File: config.mk
export PLATFORM = sky130hd
export DESIGN_NAME = ysyx22041405_mem_arbiter
export DESIGN_NICKNAME = d
export VERILOG_FILES = /design/src/rtl/ysyx22041405_mem_arbiter_pkg.sv /design/src/rtl/ysyx22041405_arb2.sv /design/src/rtl/ysyx22041405_mem_arbiter.sv
export SDC_FILE = /design/constraint.sdc
export NUM_CORES = 1
export LEC_CHECK = 0
export BUFFER_PORTS_ARGS = -buffer_cell sky130_fd_sc_hd__clkbuf_2
export CORE_AREA = 2 2 111 113
export DETAILED_ROUTE_END_ITERATION = 8
export DIE_AREA = 0 0 113 115
export PLACE_DENSITY_LB_ADDON = 0.12
export SYNTH_ARGS = -nofsm -noshare
export SYNTH_HDL_FRONTEND = slang
export SYNTH_SLANG_ARGS = --single-unit
File: constraint.sdc
create_clock -name clk -period 5.3 [get_ports clk]
set_input_delay 0.53 -clock clk [delete_from_list [all_inputs] [get_ports clk]]
set_output_delay 0.53 -clock clk [all_outputs]
set_load 0.01 [all_outputs]
File: src/rtl/ysyx22041405_mem_arbiter_pkg.sv
// Shared definitions for the memory arbiter: state/owner encodings, mask width
// and the fixed-priority grant helper.
package ysyx22041405_mem_arbiter_pkg;

   localparam int MASK_W = 8;

   localparam logic [1:0] ST_IDLE = 2'd0;
   localparam logic [1:0] ST_REQ  = 2'd1;
   localparam logic [1:0] ST_WAIT = 2'd2;

   localparam logic [1:0] OWN_NONE = 2'd0;
   localparam logic [1:0] OWN_IF   = 2'd1;
   localparam logic [1:0] OWN_LS   = 2'd2;

   typedef enum logic [1:0] {
      IDLE = ST_IDLE,
      REQ  = ST_REQ,
      WAIT = ST_WAIT
   } state_t;

   typedef enum logic [1:0] {
      O_NONE = OWN_NONE,
      O_IF   = OWN_IF,
      O_LS   = OWN_LS
   } owner_t;

   // Returns {ls_grant, if_grant}; load/store always beats fetch.
   function automatic logic [1:0] fixed_grant(input logic ls_valid, input logic if_valid);
      return {ls_valid, if_valid & ~ls_valid};
   endfunction

endpackage

File: src/rtl/ysyx22041405_arb2.sv
// Two-way grant logic (LS vs IF). YSYX22041405_ARB_RR_EN selects round-robin
// with a pointer register; otherwise fixed priority LS over IF, stateless.
module ysyx22041405_arb2
   import ysyx22041405_mem_arbiter_pkg::*;
(
`ifdef YSYX22041405_ARB_RR_EN
   input  logic clk,
   input  logic rst,
   input  logic advance,
`endif
   input  logic ls_valid,
   input  logic if_valid,
   output logic ls_grant,
   output logic if_grant
);

`ifdef YSYX22041405_ARB_RR_EN
   // ptr_ls=1 means LS wins a tie; it flips to the loser after every grant
   logic ptr_ls;

   always_ff @(posedge clk or posedge rst) begin
      if (rst) begin
         ptr_ls <= 1'b1;
      end else if (advance) begin
         ptr_ls <= if_grant;
      end
   end

   always_comb begin
      ls_grant = ls_valid & (~if_valid | ptr_ls);
      if_grant = if_valid & (~ls_valid | ~ptr_ls);
   end
`else
   always_comb begin
      {ls_grant, if_grant} = fixed_grant(ls_valid, if_valid);
   end
`endif

endmodule

File: src/rtl/ysyx22041405_mem_arbiter.sv
// Arbitrates fetch and load/store ports onto one memory port, one transaction
// in flight. Arbitration policy set by YSYX22041405_ARB_RR_EN (see arb2).
module ysyx22041405_mem_arbiter
   import ysyx22041405_mem_arbiter_pkg::*;
#(
   parameter int WIDTH = 32
) (
   input  logic              clk,
   input  logic              rst,
   input  logic              if_req_valid,
   input  logic [WIDTH-1:0]  if_addr,
   output logic              if_req_ready,
   output logic              if_rsp_valid,
   output logic [WIDTH-1:0]  if_rdata,
   input  logic              ls_req_valid,
   input  logic [WIDTH-1:0]  ls_addr,
   input  logic              ls_we,
   input  logic [WIDTH-1:0]  ls_wdata,
   input  logic [MASK_W-1:0] ls_wmask,
   output logic              ls_req_ready,
   output logic              ls_rsp_valid,
   output logic [WIDTH-1:0]  ls_rdata,
   output logic              mem_req_valid,
   output logic [WIDTH-1:0]  mem_addr,
   output logic              mem_we,
   output logic [WIDTH-1:0]  mem_wdata,
   output logic [MASK_W-1:0] mem_wmask,
   input  logic              mem_req_ready,
   input  logic              mem_rsp_valid,
   input  logic [WIDTH-1:0]  mem_rdata
);

   state_t            state, state_nx;
   owner_t            owner, owner_nx;
   logic [WIDTH-1:0]  addr_q, wdata_q;
   logic              we_q;
   logic [MASK_W-1:0] wmask_q;
   logic              ls_gnt, if_gnt;
   logic              take, rsp_hit;

   ysyx22041405_arb2 u_arb2 (
`ifdef YSYX22041405_ARB_RR_EN
      .clk      (clk),
      .rst      (rst),
      .advance  (take),
`endif
      .ls_valid (ls_req_valid),
      .if_valid (if_req_valid),
      .ls_grant (ls_gnt),
      .if_grant (if_gnt)
   );

   always_ff @(posedge clk or posedge rst) begin
      if (rst) begin
         state   <= IDLE;
         owner   <= O_NONE;
         addr_q  <= '0;
         we_q    <= 1'b0;
         wdata_q <= '0;
         wmask_q <= '0;
      end else begin
         state <= state_nx;
         owner <= owner_nx;
         if (take) begin
            // fetches go out as plain reads regardless of the LS inputs
            if (ls_gnt) begin
               addr_q  <= ls_addr;
               we_q    <= ls_we;
               wdata_q <= ls_wdata;
               wmask_q <= ls_wmask;
            end else begin
               addr_q  <= if_addr;
               we_q    <= 1'b0;
               wdata_q <= '0;
               wmask_q <= '0;
            end
         end
      end
   end

   always_comb begin
      state_nx      = state;
      owner_nx      = owner;
      ls_req_ready  = 1'b0;
      if_req_ready  = 1'b0;
      take          = 1'b0;
      rsp_hit       = 1'b0;
      mem_req_valid = 1'b0;
      case (state)
         IDLE: begin
            // rst gates the readies so nothing is granted while held in reset
            ls_req_ready = ls_gnt & ~rst;
            if_req_ready = if_gnt & ~rst;
            take         = ls_req_ready | if_req_ready;
            if (take) begin
               state_nx = REQ;
               owner_nx = ls_gnt ? O_LS : O_IF;
            end
         end
         REQ: begin
            mem_req_valid = 1'b1;
            if (mem_req_ready) state_nx = WAIT;
         end
         WAIT: begin
            rsp_hit = mem_rsp_valid;
            if (mem_rsp_valid) begin
               state_nx = IDLE;
               owner_nx = O_NONE;
            end
         end
         default: begin
            state_nx = IDLE;
            owner_nx = O_NONE;
         end
      endcase
   end

   always_comb begin
      ls_rsp_valid = rsp_hit & (owner == O_LS);
      if_rsp_valid = rsp_hit & (owner == O_IF);
      ls_rdata     = ls_rsp_valid ? mem_rdata : '0;
      if_rdata     = if_rsp_valid ? mem_rdata : '0;
      mem_addr     = addr_q;
      mem_we       = we_q;
      mem_wdata    = wdata_q;
      mem_wmask    = wmask_q;
   end

endmodule

## Word-level counts from Yosys, hierarchy flattened

Cells that the tools add are included.

| storage, ports and cells | value |
|---|---|
| input port bits | 143 |
| logic and storage cells | 43 |
| register bits | 77 |
| output and inout bits | 142 |

| cells by class | value |
|---|---|
| eq/ne operators | 7 |
| reduce and logical (&&, ||, !) cells | 3 |
| multiplexer cells | 18 |
| bitwise gates (word level) | 9 |

Operators with widths:

| cell | number |
|---|---|
| 2-to-1 mux 32 bit | 4 |
| case mux 2 bit (3 select lines) | 2 |
| 2-to-1 mux 2 bit | 5 |
| 2-to-1 mux 8 bit | 1 |
| 2-to-1 mux 1 bit | 6 |
| != test 2 bit (second input constant) | 3 |
| AND reduction 3 bit | 2 |
| bitwise AND 1 bit | 5 |
| equality test 2 x 1 -> 1 bit (second input constant) | 2 |
| equality test 2 bit (second input constant) | 2 |
| inverter 1 bit | 3 |
| logical NOT 2 bit | 1 |
| OR 1 bit | 1 |

## Logic depth before layout (Yosys ltp)

Gate-level depths: netlist of the first run.

| logic depth | value |
|---|---|
| depth after elaboration | 6 |
| gate-level depth with buffers | 5 |
| gate-level depth less buffers | 3 |

## Modules after synthesis

From an unflattened synthesis of the first run, not the netlist that was laid out.

| second synthesis, totals | value |
|---|---|
| cells, all modules | 376 |
| area, all modules | 3,898.7 µm² |

Modules (own cells, without submodules):

| module | cells each | sequential area each (µm²) | instances | area each (µm²) |
|---|---|---|---|---|
| ysyx22041405_mem_arbiter | 374 | 1,926.8 | 1 | 3,877.5 |
| ysyx22041405_arb2 | 2 | 0.0 | 1 | 21.3 |

## Least setup slack after synthesis of the first run

Ideal clock, no wire load.

| timing path | value |
|---|---|
| path type | input port to output port |
| from | in mem_rsp_valid |
| to | out if_rdata[22] |
| data arrival time | 1.314 ns |
| path slack | 3.456 ns |
| stages | 4 |
| path buffers | 1 |
| data required time | 4.770 ns |
| path through | nand3b_1 nor3b_2 buf_2 and2_1 |

| between the ends | value |
|---|---|
| longest elaborated chain between the ends | 3 |

RTL lines:

| element | line | source |
|---|---|---|
| start, declared | ysyx22041405_mem_arbiter.sv:29 | `input logic mem_rsp_valid,` |
| 2-to-1 mux 1 bit | ysyx22041405_mem_arbiter.sv:89 | `case (state)` |
| bitwise AND 1 bit | ysyx22041405_mem_arbiter.sv:120 | `if_rsp_valid = rsp_hit & (owner == O_IF);` |
| net if_rsp_valid | ysyx22041405_mem_arbiter.sv:13 | `output logic if_rsp_valid,` |
| 2-to-1 mux 32 bit | ysyx22041405_mem_arbiter.sv:122 | `if_rdata = if_rsp_valid ? mem_rdata : '0;` |
| end, declared | ysyx22041405_mem_arbiter.sv:14 | `output logic [WIDTH-1:0] if_rdata,` |

The timed path passes the listed nets, and every way through them passes these cells.

## Final worst setup path of the first run

| timing path | value |
|---|---|
| from | in ls_req_valid |
| to | reg addr_q[27], in the netlist mem_addr[27] |

| between the ends | value |
|---|---|
| longest elaborated chain between the ends | 5 |
| elaborated cells on any way between the ends | 7 |
| classes of those cells | mux: 2; bitwise: 5 |

RTL lines:

| element | line | source |
|---|---|---|
| start, declared | ysyx22041405_mem_arbiter.sv:15 | `input logic ls_req_valid,` |
| inverter 1 bit | ysyx22041405_mem_arbiter_pkg.sv:29 | `return {ls_valid, if_valid & ~ls_valid};` |
| bitwise AND 1 bit | ysyx22041405_mem_arbiter_pkg.sv:29 |  |
| bitwise AND 1 bit | ysyx22041405_mem_arbiter.sv:93 | `if_req_ready = if_gnt & ~rst;` |
| OR 1 bit | ysyx22041405_mem_arbiter.sv:94 | `take = ls_req_ready \| if_req_ready;` |
| 2-to-1 mux 1 bit | ysyx22041405_mem_arbiter.sv:89 |  |
| end signal, assigned | ysyx22041405_mem_arbiter.sv:67 | `addr_q <= ls_addr;` |
| end signal, assigned | ysyx22041405_mem_arbiter.sv:72 | `addr_q <= if_addr;` |
| end, declared | ysyx22041405_mem_arbiter.sv:35 | `logic [WIDTH-1:0] addr_q, wdata_q;` |

Parallel ways exist; a longest one is shown, timed or not.
A chain may end at the register's enable or synchronous reset.

==> impl_metrics.py, run 1 <==
metrics = {
    "outcome": {
        "status": "finished, violations left",
        "failed_checks": "DRC",
    },
    "finish": {
        "drive_above_1_share": 0.663,
        "fin_util": 0.465,
        "nets": 705,
        "fin_cells": 714,
        "antenna_cells": 0,
        "postLayoutCellArea_um2": 5500,
        "syn_to_final_growth_pct": 50.1,
        "fillCellCount": 1141,
    },
    "route": {
        "viasPerCell": 4.59,
        "wl_um": 11200,
        "antenna_left": 0,
        "wire_per_inst_um": 15.7,
        "vias": 3276,
        "drt_iter0_drc": 89,
        "drt_first_pass_iters": 6,
        "drc": 20,
    },
    "cts": {
        "clock-sinks": 77,
        "insertion_delay_ns": 0.33,
        "cts_hold_buffers": 0,
        "cts_tree": "done",
        "cts.path.max_buffers": 2,
        "cts-root-buf": "clkbuf_16",
        "h-tree-depth": 3,
        "path_clk_slew_ns": 0.07,
        "postCtsResizedCells": 0,
        "numCtsBuffers": 9,
        "cts_setup_buffers": 0,
    },
    "critical_path": {
        "cp_top_family": "buffers and inverters",
        "worstSetupEndpoint": "mem_addr[27]$_DFFE_PP0P_",
        "crit_required_ns": 5.52,
        "crit_cells": 4,
        "criticalPathCategory": "input pin to flip-flop",
        "cp_slowest_cell": "o21ai_4",
        "end_kind": "flip-flop",
        "max_stage_delay_ns": 0.96,
        "critPathMaxFanout": 45,
        "critical_path_buf_inv_count": 2,
        "worstPathCellList": "clkbuf_2, o21ai_4, buf_4, mux2_2",
        "timing.rr.end": "mem_addr[27]$_DFFE_PP0P_",
        "rr_worst_depth": 4,
        "crit_arrival_ns": 2.94,
        "crit_start": "ls_req_valid",
        "reg2reg_from": "state[1]$_DFFE_PP0P_",
        "start_kind": "input pin",
        "r2r_slack_ns": 3.34,
    },
    "pwr": {
        "vdd.ir_drop.worst_v": 0.000220,
        "p_leak_nw": 2.99,
        "p_per_area_nw_per_um2": 485,
    },
    "sta": {
        "worst_hold_slack_ns": 0.121,
        "finalHoldViolations": 0,
        "tns_ns": 0,
        "clock_skew_ns": 0.00861,
        "setup_viol": 0,
        "rsz0062_at_grt": "false",
        "worstMarginPinSlew_ns": 0.991,
        "slew_headroom": 0.337,
        "post-route-period-util": 0.515,
        "clock.fmax_mhz": 366,
        "layout_min_cycle_time_ns": 2.73,
        "finalMaxSlewViolations": 0,
    },
    "grt": {
        "grt_most_used_layer": "met2",
        "grt_remaining_overflow": 0,
        "grtUsageMet2": 0.318,
        "antenna_found_initial": 0,
        "grt_pass1_vias": 3221,
        "grt_first_pass_wirelength_um": 16800,
        "gr-usage-met1": 0.177,
        "grt_use_met3": 0.0517,
        "grt_use_total": 0.165,
        "grt_max_degree": 66,
    },
    "logic_synthesis": {
        "synth_fp_nets": 428,
        "synthArstFlopShare": 1.00,
        "synth_most_common_cell": "dfrtp_1",
        "yosysWarnings": 0,
        "netlist.area_leader.share": 0.526,
        "synth_edf_count": 0,
        "synth_area_per_cell_um2": 12.8,
        "yosysTopAreaCell": "dfrtp_1",
        "yosysSeqAreaShare": 0.526,
        "synthTopCellsByCount": "dfrtp_1 (77), and2_1 (65), mux2_2 (64), a22o_1 (42), buf_2 (15)",
        "synth_seq_cells": 77,
        "synth.area.top_cells": "dfrtp_1 (53%), mux2_2 (20%), and2_1 (11%)",
        "netlist_instances": 285,
        "ys.flop_type": "dfrtp_1",
        "synth_area_um2": 3660,
        "ys_types": 18,
    },
    "placed_design": {
        "dp.cells": 698,
        "gp_congestion": 0.744,
        "post-dp-hpwl_um": 8670,
        "placed_cell_area_um2": 5180,
        "port_buffers": 284,
    },
    "die": {
        "ios": 285,
        "die_width_um": 113,
        "dieArea_um2": 13000,
        "die_height_um": 115,
        "start_util": 0.310,
        "rows": 40,
        "fp.coreArea_um2": 11800,
    },
    "hold_path": {
        "hold_path_class": "input pin to asynchronous set/reset pin",
    },
    "flow_run": {
        "drv_cap": 0,
    },
}
-- state kept, by name (all words and copies together), names as in the netlist --
signal and cells:
owner 2, mem_we 1, mem_addr 32, state 2
mem_wmask 8, mem_wdata 32
-- power by group --
group | internal [mW] | leakage, nW | switching [mW]
Clock | 0.376 | 0.151 | 0.267
Combinational | 0.502 | 1.89 | 0.483
Sequential | 0.875 | 0.951 | 0.160
Total | 1.75 | 2.99 | 0.910
-- final cells by class --
cell class                      count  area (um2)  share of cell area
Inverter                            2        8.76             0.00159
Timing Repair Buffer              289        1460               0.265
Multi-Input combinational cell    183        1600               0.291
Sequential cell                    77        1930               0.351
Clock buffer                        9         225              0.0410
Tap cell                          147         184              0.0335
Clock inverter                      7        91.3              0.0166
-- metrics by stage --
stage / power, mW / setup slack, ns
6_report: 2.66 / 2.57
5_1_grt: 2.84 / 2.38
4_1_cts: 2.71 / 2.50
3_5_place_dp: 2.05 / 2.14
3_3_place_gp: 2.03 / 2.20
2_1_floorplan: 1.58 / 2.80
-- layer usage --
metal  up-vias  part of all wire  routed length, um
li1       1562                 -                  -
met4         0            0.0091                102
met3         6             0.090               1010
met2       161              0.54               6010
met5         -                 0                  0
met1      1547              0.36               4060
-- kinds of logic after synthesis --
logic type,synth area share
buffers and inverters,0.0396
AND/OR/NAND/NOR,0.128
multiplexers,0.197
flip-flops,0.526
AO/OA/AOI/OAI,0.109
-- cells in the final DEF, fill, tap and decap left out, drive strengths merged, types with 2 or more instances in the layout --
cell type,n
buf,5
clkinv,3
nor3b,2
and2,65
mux2,64
a31o,2
a22o,42
o21ai,3
clkbuf,293
dfrtp,77
inv,4
-- worst min path at each step --
stage	start	end	slack [ns]	cells after the start
6_report	rst	mem_addr[4]$_DFFE_PP0P_	0.12	2
5_1_grt	rst	mem_addr[13]$_DFFE_PP0P_	0.13	2
4_1_cts	rst	mem_addr[4]$_DFFE_PP0P_	0.12	2
3_5_place_dp	rst	mem_addr[1]$_DFFE_PP0P_	0.47	2
3_3_place_gp	rst	mem_addr[1]$_DFFE_PP0P_	0.47	2
2_1_floorplan	owner[0]$_DFFE_PP0P_	owner[0]$_DFFE_PP0P_	0.52	1
Note: power is estimated with default switching activity, not from simulation.
==> inputs of run 2 (changes only) <==
Settings changed: CORE_AREA 2 2 111 113 to 2 2 110 112, DIE_AREA 0 0 113 115 to 0 0 112 114.
Clock period 5.3 ns to 2.4 ns, I/O delays scaled along.
==> run 2 against run 1 <==
  * The flow now finishes without violations
  * Sequential power increased by 120%
  * Total power increased by 120%
  * First-iteration DRC count increased by 18%
  * Register-to-register slack got worse by 2.7 ns
  * Non-clock buffer count rose by 3
  * Highest routed layer unchanged
==> impl_metrics.py, run 2 (synthesized netlist as in run 1, its figures left out) <==
metrics = {
    "outcome": {
        "status": "completed",
    },
    "cts": {
        "insertion_delay_ns": 0.33,
        "cts.path.max_buffers": 2,
        "h-tree-depth": 3,
        "clock-sinks": 77,
        "cts_setup_buffers": 0,
        "numCtsBuffers": 9,
        "cts_tree": "done",
        "path_clk_slew_ns": 0.06,
        "cts-root-buf": "clkbuf_16",
        "cts_hold_buffers": 1,
        "postCtsResizedCells": 0,
    },
    "hold_path": {
        "hold_path_class": "input pin to flip-flop",
        "hp-start": "ls_wdata[8]",
        "min_path_cells": 2,
        "hold_end": "mem_wdata[8]$_DFFE_PP0P_",
    },
    "sta": {
        "post-route-period-util": 0.869,
        "worst_hold_slack_ns": 0.124,
        "finalHoldViolations": 0,
        "clock.fmax_mhz": 480,
        "finalMaxSlewViolations": 0,
        "tns_ns": 0,
        "setup_viol": 0,
        "rsz0062_at_grt": "false",
        "worstMarginPinSlew_ns": 1.02,
        "slew_headroom": 0.321,
        "layout_min_cycle_time_ns": 2.09,
        "clock_skew_ns": 0.00707,
    },
    "critical_path": {
        "critPathMaxFanout": 29,
        "end_kind": "primary output",
        "timing.rr.end": "mem_addr[29]$_DFFE_PP0P_",
        "crit_required_ns": 2.16,
        "reg2reg_from": "state[1]$_DFFE_PP0P_",
        "r2r_slack_ns": 0.61,
        "crit_arrival_ns": 1.85,
        "start_kind": "flip-flop",
        "criticalPathCategory": "flip-flop to primary output",
        "rr_worst_depth": 4,
    },
    "placed_design": {
        "port_buffers": 284,
        "gp_congestion": 0.770,
        "dp.cells": 700,
        "post-dp-hpwl_um": 8440,
    },
    "route": {
        "drt_first_pass_iters": 4,
        "drt_iter0_drc": 105,
        "wire_per_inst_um": 15.2,
        "viasPerCell": 4.57,
        "vias": 3270,
        "wl_um": 10900,
        "antenna_left": 0,
        "drc": 0,
    },
    "die": {
        "ios": 285,
        "die_height_um": 114,
        "rows": 40,
        "die_width_um": 112,
        "fp.coreArea_um2": 11700,
        "dieArea_um2": 12800,
        "start_util": 0.313,
    },
    "flow_run": {
        "drv_cap": 0,
    },
    "finish": {
        "nets": 708,
        "final_common_cell": "clkbuf_2",
        "fin_util": 0.473,
        "fillCellCount": 1114,
        "drive_above_1_share": 0.662,
        "fin_cells": 715,
        "register_area_um2": 1930,
        "multi_input_area_um2": 1600,
        "antenna_cells": 0,
        "layout_common_cells": "clkbuf_2 (284), dfrtp_1 (77), and2_1 (65)",
        "syn_to_final_growth_pct": 51.3,
    },
    "grt": {
        "grt_max_degree": 49,
        "grt_first_pass_wirelength_um": 16800,
        "grt_use_total": 0.167,
        "grt_pass1_vias": 3255,
        "grt_remaining_overflow": 0,
        "antenna_found_initial": 0,
    },
    "pwr": {
        "vdd.ir_drop.worst_v": 0.000415,
        "p_per_area_nw_per_um2": 1070,
        "p_leak_nw": 3.01,
    },
}
-- run 2: cell types whose count changed in the layout (fill, tap and decap cells not counted), sizes merged --
cell,change
dlygate4sd3,+1
clkinv,-1
buf,+2
inv,-2
bufinv,+1
-- run 2: layout make-up --
cell class,count,share of cell area
sequential,77,0.348
multi-input combinational,183,0.289
timing repair buffer,292,0.272
clock inverter,5,0.0154
tap,147,0.0332
inverter,2,0.00158
clock buffer,9,0.0407
-- run 2: through the flow --
step / cell area [um2] / setup WS (ns) / total power, mW
6_report: 5540 / 0.315 / 5.91
5_1_grt: 5540 / 0.123 / 6.30
4_1_cts: 5540 / 0.266 / 6.01
3_5_place_dp: 5220 / 0.353 / 4.54
3_3_place_gp: 5220 / 0.393 / 4.50
2_1_floorplan: 3660 / 0.193 / 3.50
-- run 2: power breakdown --
group          total, mW  internal, mW  switching (mW)
registers           2.28          1.93           0.348
logic               2.20          1.13            1.07
clock network       1.43         0.904           0.525
total               5.91          3.97            1.95
-- run 2: worst max-delay path by stage --
stage / start / to / slack [ns] / cells past startpoint
after detailed placement: ls_req_valid / mem_addr[20]$_DFFE_PP0P_ / 0.35 / 4
after floorplan: rst / mem_addr[0]$_DFFE_PP0P_ / 0.19 / 1
after CTS: state[0]$_DFFE_PP0P_ / ls_rdata[25] / 0.27 / 5
after global placement: ls_req_valid / mem_addr[31]$_DFFE_PP0P_ / 0.39 / 4
final: state[0]$_DFFE_PP0P_ / ls_rdata[25] / 0.31 / 5
after global routing: state[0]$_DFFE_PP0P_ / ls_rdata[25] / 0.12 / 5
-- run 2: worst max-delay path, cell delays in order (launching register included) --
cell and delay, ns:
dfrtp_1 0.42, nand3b_1 0.22, nor3b_2 0.28, buf_4 0.30, and2_1 0.17, clkbuf_2 0.13
-- run 2: per-layer routing --
metal | up-vias | global-route usage | share of wire
met5 | - | 0 | 0
met4 | 0 | 0.0561 | 0.015
met1 | 1526 | 0.183 | 0.36
met2 | 161 | 0.311 | 0.54
li1 | 1568 | - | -
met3 | 15 | 0.0478 | 0.086
